$ cat config.mk
export PLATFORM = sky130hd
export DESIGN_NAME = alu_exec_unit
export DESIGN_NICKNAME = d
export VERILOG_FILES = /design/src/rtl/alu_exec_unit.sv
export SDC_FILE = /design/constraint.sdc
export NUM_CORES = 1
export LEC_CHECK = 0
export ABC_CLOCK_PERIOD_IN_PS = 4300
export CAP_MARGIN = 20
export CORE_MARGIN = 3
export CORE_UTILIZATION = 54
export CTS_CLUSTER_DIAMETER = 200
export CTS_CLUSTER_SIZE = 10
export DETAILED_ROUTE_END_ITERATION = 8
export PLACE_DENSITY = 0.74
export SLEW_MARGIN = 20
export SYNTH_ARGS = -nofsm -noshare
export SYNTH_HDL_FRONTEND = slang
export SYNTH_SLANG_ARGS = --single-unit
$ cat constraint.sdc
create_clock -name clk -period 4.3 [get_ports clk]
set_input_delay 0.43 -clock clk [delete_from_list [all_inputs] [get_ports clk]]
set_output_delay 0.43 -clock clk [all_outputs]
set_load 0.05 [all_outputs]
$ cat src/rtl/alu_exec_unit.sv
// ALU execution unit: single-cycle MOVI/ADD/SUB/MOV plus
// iterative shift-add MULT and restoring DIV, one done pulse per op.
module alu_exec_unit #(
  parameter int WIDTH = 32
) (
  input  logic             clk,
  input  logic             rst_n,
  input  logic             start,
  input  logic [3:0]       alu_control,
  input  logic [WIDTH-1:0] a,
  input  logic [WIDTH-1:0] b,
  output logic             busy,
  output logic             done,
  output logic [WIDTH-1:0] result,
  output logic [WIDTH-1:0] hi,
  output logic             zero,
  output logic             div_zero,
  output logic             bad_op
);

  localparam int CW = $clog2(WIDTH);

  localparam logic [3:0] OP_MOVI = 4'b0000;
  localparam logic [3:0] OP_MOV  = 4'b0001;
  localparam logic [3:0] OP_ADD  = 4'b0010;
  localparam logic [3:0] OP_MULT = 4'b0011;
  localparam logic [3:0] OP_DIV  = 4'b0100;
  localparam logic [3:0] OP_SUB  = 4'b0110;

  typedef enum logic [1:0] {
    S_IDLE,
    S_MUL,
    S_DIV
  } state_e;

  state_e             state_q, state_d;
  logic [CW-1:0]      cnt_q, cnt_d;
  logic [2*WIDTH-1:0] acc_q, acc_d;
  logic               req_q, req_d;
  logic [3:0]         op_q, op_d;
  logic [WIDTH-1:0]   a_q, a_d;
  logic [WIDTH-1:0]   b_q, b_d;
  logic               done_q, done_d;
  logic [WIDTH-1:0]   result_q, result_d;
  logic [WIDTH-1:0]   hi_q, hi_d;
  logic               zero_q, zero_d;
  logic               dz_q, dz_d;
  logic               bad_q, bad_d;

  logic               op_movi, op_mov, op_add;
  logic               op_sub, op_mult, div_run, div_by0;
  logic               last;
  logic               fin, fin_dz, fin_bad;
  logic [WIDTH-1:0]   fin_res, fin_hi;
  logic [WIDTH:0]     mul_sum;
  logic [WIDTH:0]     div_shift, div_diff;
  logic [2*WIDTH-1:0] mul_next, div_next;

  assign op_movi = (op_q == OP_MOVI);
  assign op_mov  = (op_q == OP_MOV);
  assign op_add  = (op_q == OP_ADD);
  assign op_sub  = (op_q == OP_SUB);
  assign op_mult = (op_q == OP_MULT);
  assign div_run = (op_q == OP_DIV) && (b_q != '0);
  assign div_by0 = (op_q == OP_DIV) && (b_q == '0);
  assign last    = (cnt_q == CW'(WIDTH - 1));

  // acc holds {partial product, multiplier} or {remainder, quotient}
  always_comb begin
    mul_sum   = {1'b0, acc_q[2*WIDTH-1:WIDTH]}
              + {1'b0, (acc_q[0] ? a_q : {WIDTH{1'b0}})};
    mul_next  = {mul_sum, acc_q[WIDTH-1:1]};
    div_shift = {acc_q[2*WIDTH-1:WIDTH], acc_q[WIDTH-1]};
    div_diff  = div_shift - {1'b0, b_q};
    if (!div_diff[WIDTH]) begin
      div_next = {div_diff[WIDTH-1:0], acc_q[WIDTH-2:0], 1'b1};
    end else begin
      div_next = {div_shift[WIDTH-1:0], acc_q[WIDTH-2:0], 1'b0};
    end
  end

  always_comb begin
    state_d  = state_q;
    cnt_d    = cnt_q;
    acc_d    = acc_q;
    done_d   = 1'b0;
    result_d = result_q;
    hi_d     = hi_q;
    zero_d   = zero_q;
    dz_d     = dz_q;
    bad_d    = bad_q;
    fin      = 1'b0;
    fin_res  = '0;
    fin_hi   = '0;
    fin_dz   = 1'b0;
    fin_bad  = 1'b0;

    case (state_q)
      S_IDLE: begin
        if (req_q) begin
          unique case (1'b1)
            op_mult: begin
              state_d = S_MUL;
              acc_d   = {{WIDTH{1'b0}}, b_q};
              cnt_d   = '0;
            end
            div_run: begin
              state_d = S_DIV;
              acc_d   = {{WIDTH{1'b0}}, a_q};
              cnt_d   = '0;
            end
            div_by0: begin
              fin     = 1'b1;
              fin_res = '1;
              fin_hi  = a_q;
              fin_dz  = 1'b1;
            end
            op_movi: begin
              fin     = 1'b1;
              fin_res = b_q;
            end
            op_mov: begin
              fin     = 1'b1;
              fin_res = a_q;
            end
            op_add: begin
              fin     = 1'b1;
              fin_res = a_q + b_q;
            end
            op_sub: begin
              fin     = 1'b1;
              fin_res = a_q - b_q;
            end
            default: begin
              fin     = 1'b1;
              fin_bad = 1'b1;
            end
          endcase
        end
      end
      S_MUL: begin
        acc_d = mul_next;
        cnt_d = cnt_q + CW'(1);
        if (last) begin
          fin     = 1'b1;
          fin_res = mul_next[WIDTH-1:0];
          fin_hi  = mul_next[2*WIDTH-1:WIDTH];
          state_d = S_IDLE;
        end
      end
      S_DIV: begin
        acc_d = div_next;
        cnt_d = cnt_q + CW'(1);
        if (last) begin
          fin     = 1'b1;
          fin_res = div_next[WIDTH-1:0];
          fin_hi  = div_next[2*WIDTH-1:WIDTH];
          state_d = S_IDLE;
        end
      end
      default: state_d = S_IDLE;
    endcase

    if (fin) begin
      done_d   = 1'b1;
      result_d = fin_res;
      hi_d     = fin_hi;
      zero_d   = (fin_res == '0);
      dz_d     = fin_dz;
      bad_d    = fin_bad;
    end
  end

  // a pending MULT/DIV request blocks new starts until it completes
  always_comb begin
    req_d = start && (state_q == S_IDLE) && (state_d == S_IDLE);
    op_d  = req_d ? alu_control : op_q;
    a_d   = req_d ? a : a_q;
    b_d   = req_d ? b : b_q;
  end

  always_ff @(posedge clk or negedge rst_n) begin
    if (!rst_n) begin
      state_q  <= S_IDLE;
      cnt_q    <= '0;
      acc_q    <= '0;
      req_q    <= 1'b0;
      op_q     <= '0;
      a_q      <= '0;
      b_q      <= '0;
      done_q   <= 1'b0;
      result_q <= '0;
      hi_q     <= '0;
      zero_q   <= 1'b0;
      dz_q     <= 1'b0;
      bad_q    <= 1'b0;
    end else begin
      state_q  <= state_d;
      cnt_q    <= cnt_d;
      acc_q    <= acc_d;
      req_q    <= req_d;
      op_q     <= op_d;
      a_q      <= a_d;
      b_q      <= b_d;
      done_q   <= done_d;
      result_q <= result_d;
      hi_q     <= hi_d;
      zero_q   <= zero_d;
      dz_q     <= dz_d;
      bad_q    <= bad_d;
    end
  end

  assign busy     = (state_q != S_IDLE);
  assign done     = done_q;
  assign result   = result_q;
  assign hi       = hi_q;
  assign zero     = zero_q;
  assign div_zero = dz_q;
  assign bad_op   = bad_q;

endmodule

Yosys cells after proc, flatten, opt, wreduce, memory -nomap -nowiden:

Index checks and enable logic that the tools add are counted.

* memory bits (writable): 0
* memories kept: 0
* ROM bits: 0
* register bits after elaboration: 208
* bits in latches: 0

* eq/ne operators: 11
* shift-type cells: 0
* $mul: 0
* muxes and demuxes: 33
* $lt $le $gt $ge: 0
* reductions and logical operators: 18
* div/mod/pow operators: 0
* add/sub/neg operators: 5
* bitwise gates (word level): 0

Operators with widths (count)
* 2-to-1 mux 32 bit: 8
* case mux 32 bit (3 select lines): 2
* case mux 64 bit (3 select lines): 1
* case mux 32 bit (5 select lines): 1
* 2-to-1 mux 64 bit: 2
* case mux 64 bit (2 select lines): 1
* logical NOT 32 bit: 2
* adder 32 x 32 -> 33 bit: 1
* subtractor 33 x 32 -> 33 bit: 1
* adder 32 bit: 1
* nonzero test 32 bit: 1
* subtractor 32 bit: 1
* 2-to-1 mux 1 bit: 10
* 2-to-1 mux 5 bit: 2
* case mux 5 bit (2 select lines): 1
* == test 4 x 2 -> 1 bit (second input constant): 2
* == test 4 x 3 -> 1 bit (second input constant): 2
* case mux 2 bit (2 select lines): 2
* OR reduction 7 bit: 1
* AND reduction 3 bit: 2
* adder 5 x 1 -> 5 bit (second input constant): 1
* == test 5 bit (second input constant): 1
* == test 4 x 1 -> 1 bit (second input constant): 1
* logical AND 1 bit: 4
* other kinds (11): 16

Logic depth before layout (Yosys ltp):

Gate-level depths: netlist of run 1.

* depth after elaboration: 7
* gate-level depth with buffers: 22

Worst setup path after synthesis of run 1:

OpenSTA, ideal clock, no wires.

* kind: flip-flop to flip-flop
* start: register op_q[0]
* end: register zero_q, in the netlist zero
* setup slack: -408 ps
* clock period less this slack: 4708 ps
* stages on the path, launching flop included: 20
* arrival time: 4639 ps
* path through: dfrtp_1 > clkbuf_1 > nor3b_1 > and2_1 > clkbuf_1 > clkbuf_1 > nor2_1 > xnor2_1 > ha_1 > a211oi_1 > nor2_1 > nor4_1 > a21oi_1 > mux2i_1 > or3b_2 > a2111oi_0 > nor4b_1 > nand4_1 > nor2_1 > a32o_1

* cells in the longest elaborated chain, start to end: 6

Ends and longest elaborated chain
* start: declaration: RTL line 40 `logic [3:0] op_q, op_d;`
* start signal: assignment: RTL line 202 `op_q <= op_d;`
* == test 4 x 3 -> 1 bit: RTL line 64, 65
* logical AND 1 bit (on tied branches): RTL line 65, 64
* case mux 32 bit (5 select lines) or OR reduction 2 bit (tied branches)
* 2-to-1 mux 32 bit or 2-to-1 mux 1 bit (tied branches): RTL line 100, 101
* case mux 32 bit (3 select lines) or 2-to-1 mux 1 bit (tied branches): RTL line 98, 100
* logical NOT 32 bit or case mux 1 bit (2 select lines) (tied branches): RTL line 168, 98
* end signal: assignment: RTL line 208 `zero_q <= zero_d;`
* end: declaration: RTL line 46 `logic zero_q, zero_d;`

Several ways; a longest one is shown, not always the timed one.
A chain may end at the register's enable or synchronous reset.

Final worst setup path of run 1:

* start: register b_q[5]
* end: register zero_q, in the netlist zero

* cells in the longest elaborated chain, start to end: 6

Ends and longest elaborated chain
* start: declaration: RTL line 42 `logic [WIDTH-1:0] b_q, b_d;`
* start signal: assignment: RTL line 190 `b_q <= '0;`
* start signal: assignment: RTL line 204 `b_q <= b_d;`
* branches (longest 6 deep; another with subtractor 32 bit)

Parallel ways; which one is timed is not known.

==> metrics.txt, run 1 <==
# TYPE chip_impl_metric gauge
chip_impl_info{name="status",value="complete, but fails checks"} 1
chip_impl_info{name="violations",value="negative setup slack"} 1
chip_impl_metric{name="timing_worst_slew_pin_value",unit="ps"} 853.2
chip_impl_metric{name="p_total",unit="uW"} 18550
chip_impl_metric{name="p_comb_share",unit="%"} 70.9
chip_impl_metric{name="vdd_drop_max",unit="mV"} 0.3945
chip_impl_metric{name="fmax",unit="MHz"} 232.5
chip_impl_metric{name="vias",unit=""} 17540
chip_impl_metric{name="dieWidth",unit="um"} 180.4
chip_impl_metric{name="p_leak",unit="uW"} 0.009112
chip_impl_metric{name="layout-drive-gt1-share",unit="%"} 16.25
chip_impl_metric{name="number_of_enable_flip_flop_cells_after_synthesis",unit=""} 0
chip_impl_info{name="cts_root_buf",value="sky130_fd_sc_hd__clkbuf_16"} 1
chip_impl_metric{name="tritoncts.num_buffers",unit=""} 24
chip_impl_info{name="critical_path.reg2reg.startpoint",value="b_q[5]$_DFFE_PN0P_"} 1
chip_impl_metric{name="syn2layout_area_growth",unit="%"} 25.78
chip_impl_metric{name="floorplan.core_area",unit="um^2"} 29800
chip_impl_metric{name="final_ws_setup",unit="ps"} -1.949
chip_impl_metric{name="routedWlPerCell",unit="um"} 23.29
chip_impl_metric{name="h-tree-depth",unit=""} 1
chip_impl_metric{name="nFillCells",unit=""} 2443
chip_impl_metric{name="timing.critical_path.arrival",unit="ps"} 4770
chip_impl_metric{name="via_per_inst",unit=""} 6.514
chip_impl_metric{name="worst_clock_skew",unit="ps"} 9.999
chip_impl_metric{name="rr_worst_depth",unit=""} 21
chip_impl_metric{name="grt_overflow_total",unit=""} 0
chip_impl_metric{name="post-synth-top-area-fraction",unit="%"} 31.70
chip_impl_metric{name="synth-warning-count",unit=""} 0
chip_impl_metric{name="post-route-util",unit="%"} 69.32
chip_impl_info{name="min_path_type",value="in -> reg"} 1
chip_impl_metric{name="p_sw_share",unit="%"} 51.13
chip_impl_metric{name="ant_nets",unit=""} 0
chip_impl_metric{name="crit_path_max_incr_delay",unit="ps"} 430
chip_impl_metric{name="total_switching_power",unit="uW"} 9486
chip_impl_metric{name="final.setup.tns",unit="ps"} -1.949
chip_impl_metric{name="die_area",unit="um^2"} 32540
chip_impl_metric{name="synth_sequential_area_ratio",unit="%"} 31.70
chip_impl_metric{name="initial_core_util",unit="%"} 55.11
chip_impl_metric{name="globalplace.congestion",unit=""} 1.024
chip_impl_metric{name="multi_input_comb_area",unit="um^2"} 10900
chip_impl_metric{name="final.min_clock_period",unit="ps"} 4302
chip_impl_metric{name="synth.net_count",unit=""} 2201
chip_impl_metric{name="slew_margin_rel",unit="%"} 43.12
chip_impl_metric{name="number_of_antenna_violations_at_the_first_check_in_global_routing",unit=""} 2
chip_impl_info{name="synth_most_common_cell",value="sky130_fd_sc_hd__nand2_1"} 1
chip_impl_info{name="slowest_stage",value="sky130_fd_sc_hd__a222oi_1"} 1
chip_impl_metric{name="clk-insertion-delay-late",unit="ps"} 540
chip_impl_info{name="tritoncts",value="built"} 1
chip_impl_metric{name="clock_tree.buffer_depth",unit=""} 3
chip_impl_metric{name="hpwl",unit="um"} 46430
chip_impl_metric{name="drc_errors",unit=""} 0
chip_impl_metric{name="pins_over_slew_limit",unit=""} 0
chip_impl_metric{name="setup-violations-final",unit=""} 1
chip_impl_info{name="commonest_cells_post_synth",value="286 x sky130_fd_sc_hd__nand2_1, 212 x sky130_fd_sc_hd__a21oi_1, 208 x sky130_fd_sc_hd__dfrtp_1"} 1
chip_impl_metric{name="num_io_pins",unit=""} 140
chip_impl_metric{name="hold_depth",unit=""} 3
chip_impl_metric{name="critical_path_rt",unit="ps"} 4760
chip_impl_metric{name="row_count",unit=""} 63
chip_impl_metric{name="port_buffers",unit=""} 139
chip_impl_metric{name="nets",unit=""} 2479
chip_impl_metric{name="sequential_group_share_of_total_power",unit="%"} 19.1
chip_impl_metric{name="power_per_cell_area",unit="nW/um^2"} 898.2
chip_impl_info{name="synth_area_leaders",value="sky130_fd_sc_hd__dfrtp_1 32%, sky130_fd_sc_hd__ha_1 7.8%, sky130_fd_sc_hd__nand2_1 6.5%"} 1
chip_impl_metric{name="routed_wl",unit="um"} 62730
chip_impl_metric{name="mappedNetlistArea",unit="um^2"} 16420
chip_impl_metric{name="die_height",unit="um"} 180.4
chip_impl_metric{name="synth_async_sr_flop_share",unit="%"} 100.0
chip_impl_metric{name="postSynthAreaPerCell",unit="um^2"} 8.113
chip_impl_info{name="yosys_most_used_dff",value="sky130_fd_sc_hd__dfrtp_1"} 1
chip_impl_info{name="endpoint_kind",value="register"} 1
chip_impl_metric{name="synth.distinct_cells",unit=""} 82
chip_impl_metric{name="cts.sinks",unit=""} 208
chip_impl_info{name="cp_cell_sequence",value="nor4_1 > buf_4 > buf_4 > nand3_2 > buf_6 > nor2_4 > buf_6 > a21oi_1 > xnor2_1 > ha_1 > nand2_1 > o21ai_2 > o41ai_2 > o22a_1 > nand3b_1 > xor2_1 > a222oi_1 > nor4b_2 > nand4_1 > nor2_1 > a32o_1"} 1
chip_impl_info{name="synth_top_area_cell",value="sky130_fd_sc_hd__dfrtp_1"} 1
chip_impl_metric{name="detail_route.first_pass.iterations",unit=""} 6
chip_impl_metric{name="drt-initial-drc-count",unit=""} 2346
chip_impl_info{name="setup.worst_path.start_class",value="register"} 1
chip_impl_metric{name="cap_violations",unit=""} 0
chip_impl_metric{name="clock_transition_at_the_registers_of_the_reported_paths",unit="ps"} 50
chip_impl_metric{name="worst-path-max-fanout",unit=""} 4
chip_impl_metric{name="finalHoldViolCount",unit=""} 0
chip_impl_metric{name="internal-power",unit="uW"} 9065
chip_impl_metric{name="area_post_placement",unit="um^2"} 19620
chip_impl_metric{name="grt_start_max_net_pins",unit=""} 93
chip_impl_metric{name="first_global_vias",unit=""} 16760
chip_impl_metric{name="final_cell_area",unit="um^2"} 20650
chip_impl_info{name="worst_setup_startpoint",value="b_q[5]$_DFFE_PN0P_"} 1
chip_impl_metric{name="grt_pass1_wl",unit="um"} 95360
chip_impl_metric{name="final_min_period_over_clock_period",unit="%"} 100.0
chip_impl_metric{name="track_usage",unit="%"} 36.71
chip_impl_metric{name="netlist_instances",unit=""} 2024
chip_impl_metric{name="synth-seq-cells",unit=""} 208
chip_impl_info{name="criticalPathCategory",value="reg -> reg"} 1
chip_impl_metric{name="ff_latch_area",unit="um^2"} 5205
chip_impl_info{name="rsz0062_at_grt",value="yes"} 1
chip_impl_info{name="min-delay-start",value="b[5]"} 1
chip_impl_metric{name="p_clk_share",unit="%"} 10.0
[stage by stage]
stage	instances	hold slack [ps]	worst slack [ps]
finish	2693	457.2	-1.949
global route	2692	491.9	-267.7
CTS	2684	445.3	1.365
detailed placement	2656	462.5	-330.9
global placement	2656	456.0	-217.9
floorplan	2024	134.4	43.28
[what timing repair did]
item | 4_1_cts | 5_1_grt
setup endpoints to repair | 1 | 8
hold buffers | 1 | 0
endpoints found under the hold margin | 88 | 0
setup buffers | 1 | 8
resized for setup | 19 | 59
pin swaps | 6 | 31
[layer usage]
metal / up-vias / part of all wire, % / global-route usage (%)
li1: 7982 / - / -
met1: 8379 / 41 / 51.44
met2: 1012 / 43 / 56.33
met3: 163 / 11 / 7.913
met4: 6 / 4.1 / 13.14
met5: - / 0.062 / 0
[cells by family (layout without fill, tap and decap cells)]
group / after synthesis / in the layout / share of synthesized area, %
flops: 208 / 208 / 31.70
buf+inv: 177 / 455 / 4.183
xor+xnor: 95 / 95 / 5.067
fa+ha+maj: 106 / 106 / 8.214
other cells: 0 / 1 / 0
compound gates: 738 / 738 / 28.67
simple gates: 636 / 636 / 17.95
mux: 64 / 64 / 4.221
[worst max-delay path, delay by kind of cell, from the launching register on]
kind	cells	cell delay, ps
AO/OA/AOI/OAI	6	1410
XOR/XNOR	2	300
adder cells (fa/ha/maj)	1	340
buffers and inverters	4	570
flip-flops	1	370
AND/OR/NAND/NOR	8	1250
[area by class of cell]
class,instances,area share [%]
timing repair buffer,364,15.39
clock buffer,26,3.095
sequential,208,25.20
inverter,65,1.181
antenna,1,0.01212
tap,390,2.362
multi-input combinational,1639,52.76
[power by group through the flow]
stage / logic [uW] / clock network (uW) / registers, uW
2_1_floorplan: 6920 / 0 / 3890
3_3_place_gp: 12000 / 0 / 3490
3_5_place_dp: 12200 / 0 / 3500
4_1_cts: 12400 / 1860 / 3480
5_1_grt: 14100 / 1930 / 3600
6_report: 13200 / 1850 / 3550
[sequential cells by signal, indices dropped and copies added, names as in the netlist]
signal    cells
cnt_q         5
acc_q        64
zero          1
bad_op        1
req_q         1
result       32
a_q          32
b_q          32
state_q       2
done          1
op_q          4
hi           32
div_zero      1
[layout by cell type, fill, tap and decap left out, drive strengths merged, types with 12 or more instances in the layout]
cell and n:
a211oi 22, a21o 35, a21oi 212, a221oi 21
a22o 51, a22oi 33, a31oi 17, and2 40
and3 22, buf 225, clkbuf 26, clkdlybuf4s50 138
dfrtp 208, ha 103, inv 64, mux2 42
mux2i 22, nand2 287, nand2b 19, nand3 20
nand4 16, nor2 131, nor2b 13, nor3 33
nor4 12, o211ai 12, o21a 21, o21ai 207
o21bai 12, xnor2 74, xor2 21
[final timing paths]
path,to,slack (ps)
setup / recovery,zero$_DFFE_PN0P_,-2
hold / removal,b_q[5]$_DFFE_PN0P_,460
setup reg to reg,zero$_DFFE_PN0P_,-2
hold reg to reg,div_zero$_DFFE_PN0P_,470
max in group asynchronous,a_q[24]$_DFFE_PN0P_,2790
min in group asynchronous,a_q[10]$_DFFE_PN0P_,500
No activity file was read; power rests on OpenSTA's default activity.
==> run 2, diff against run 1 <==
- SLEW_MARGIN: 20 -> unset
==> results of run 2 <==
Same layout as run 1: the final DEF is identical, and so are final timing and power.
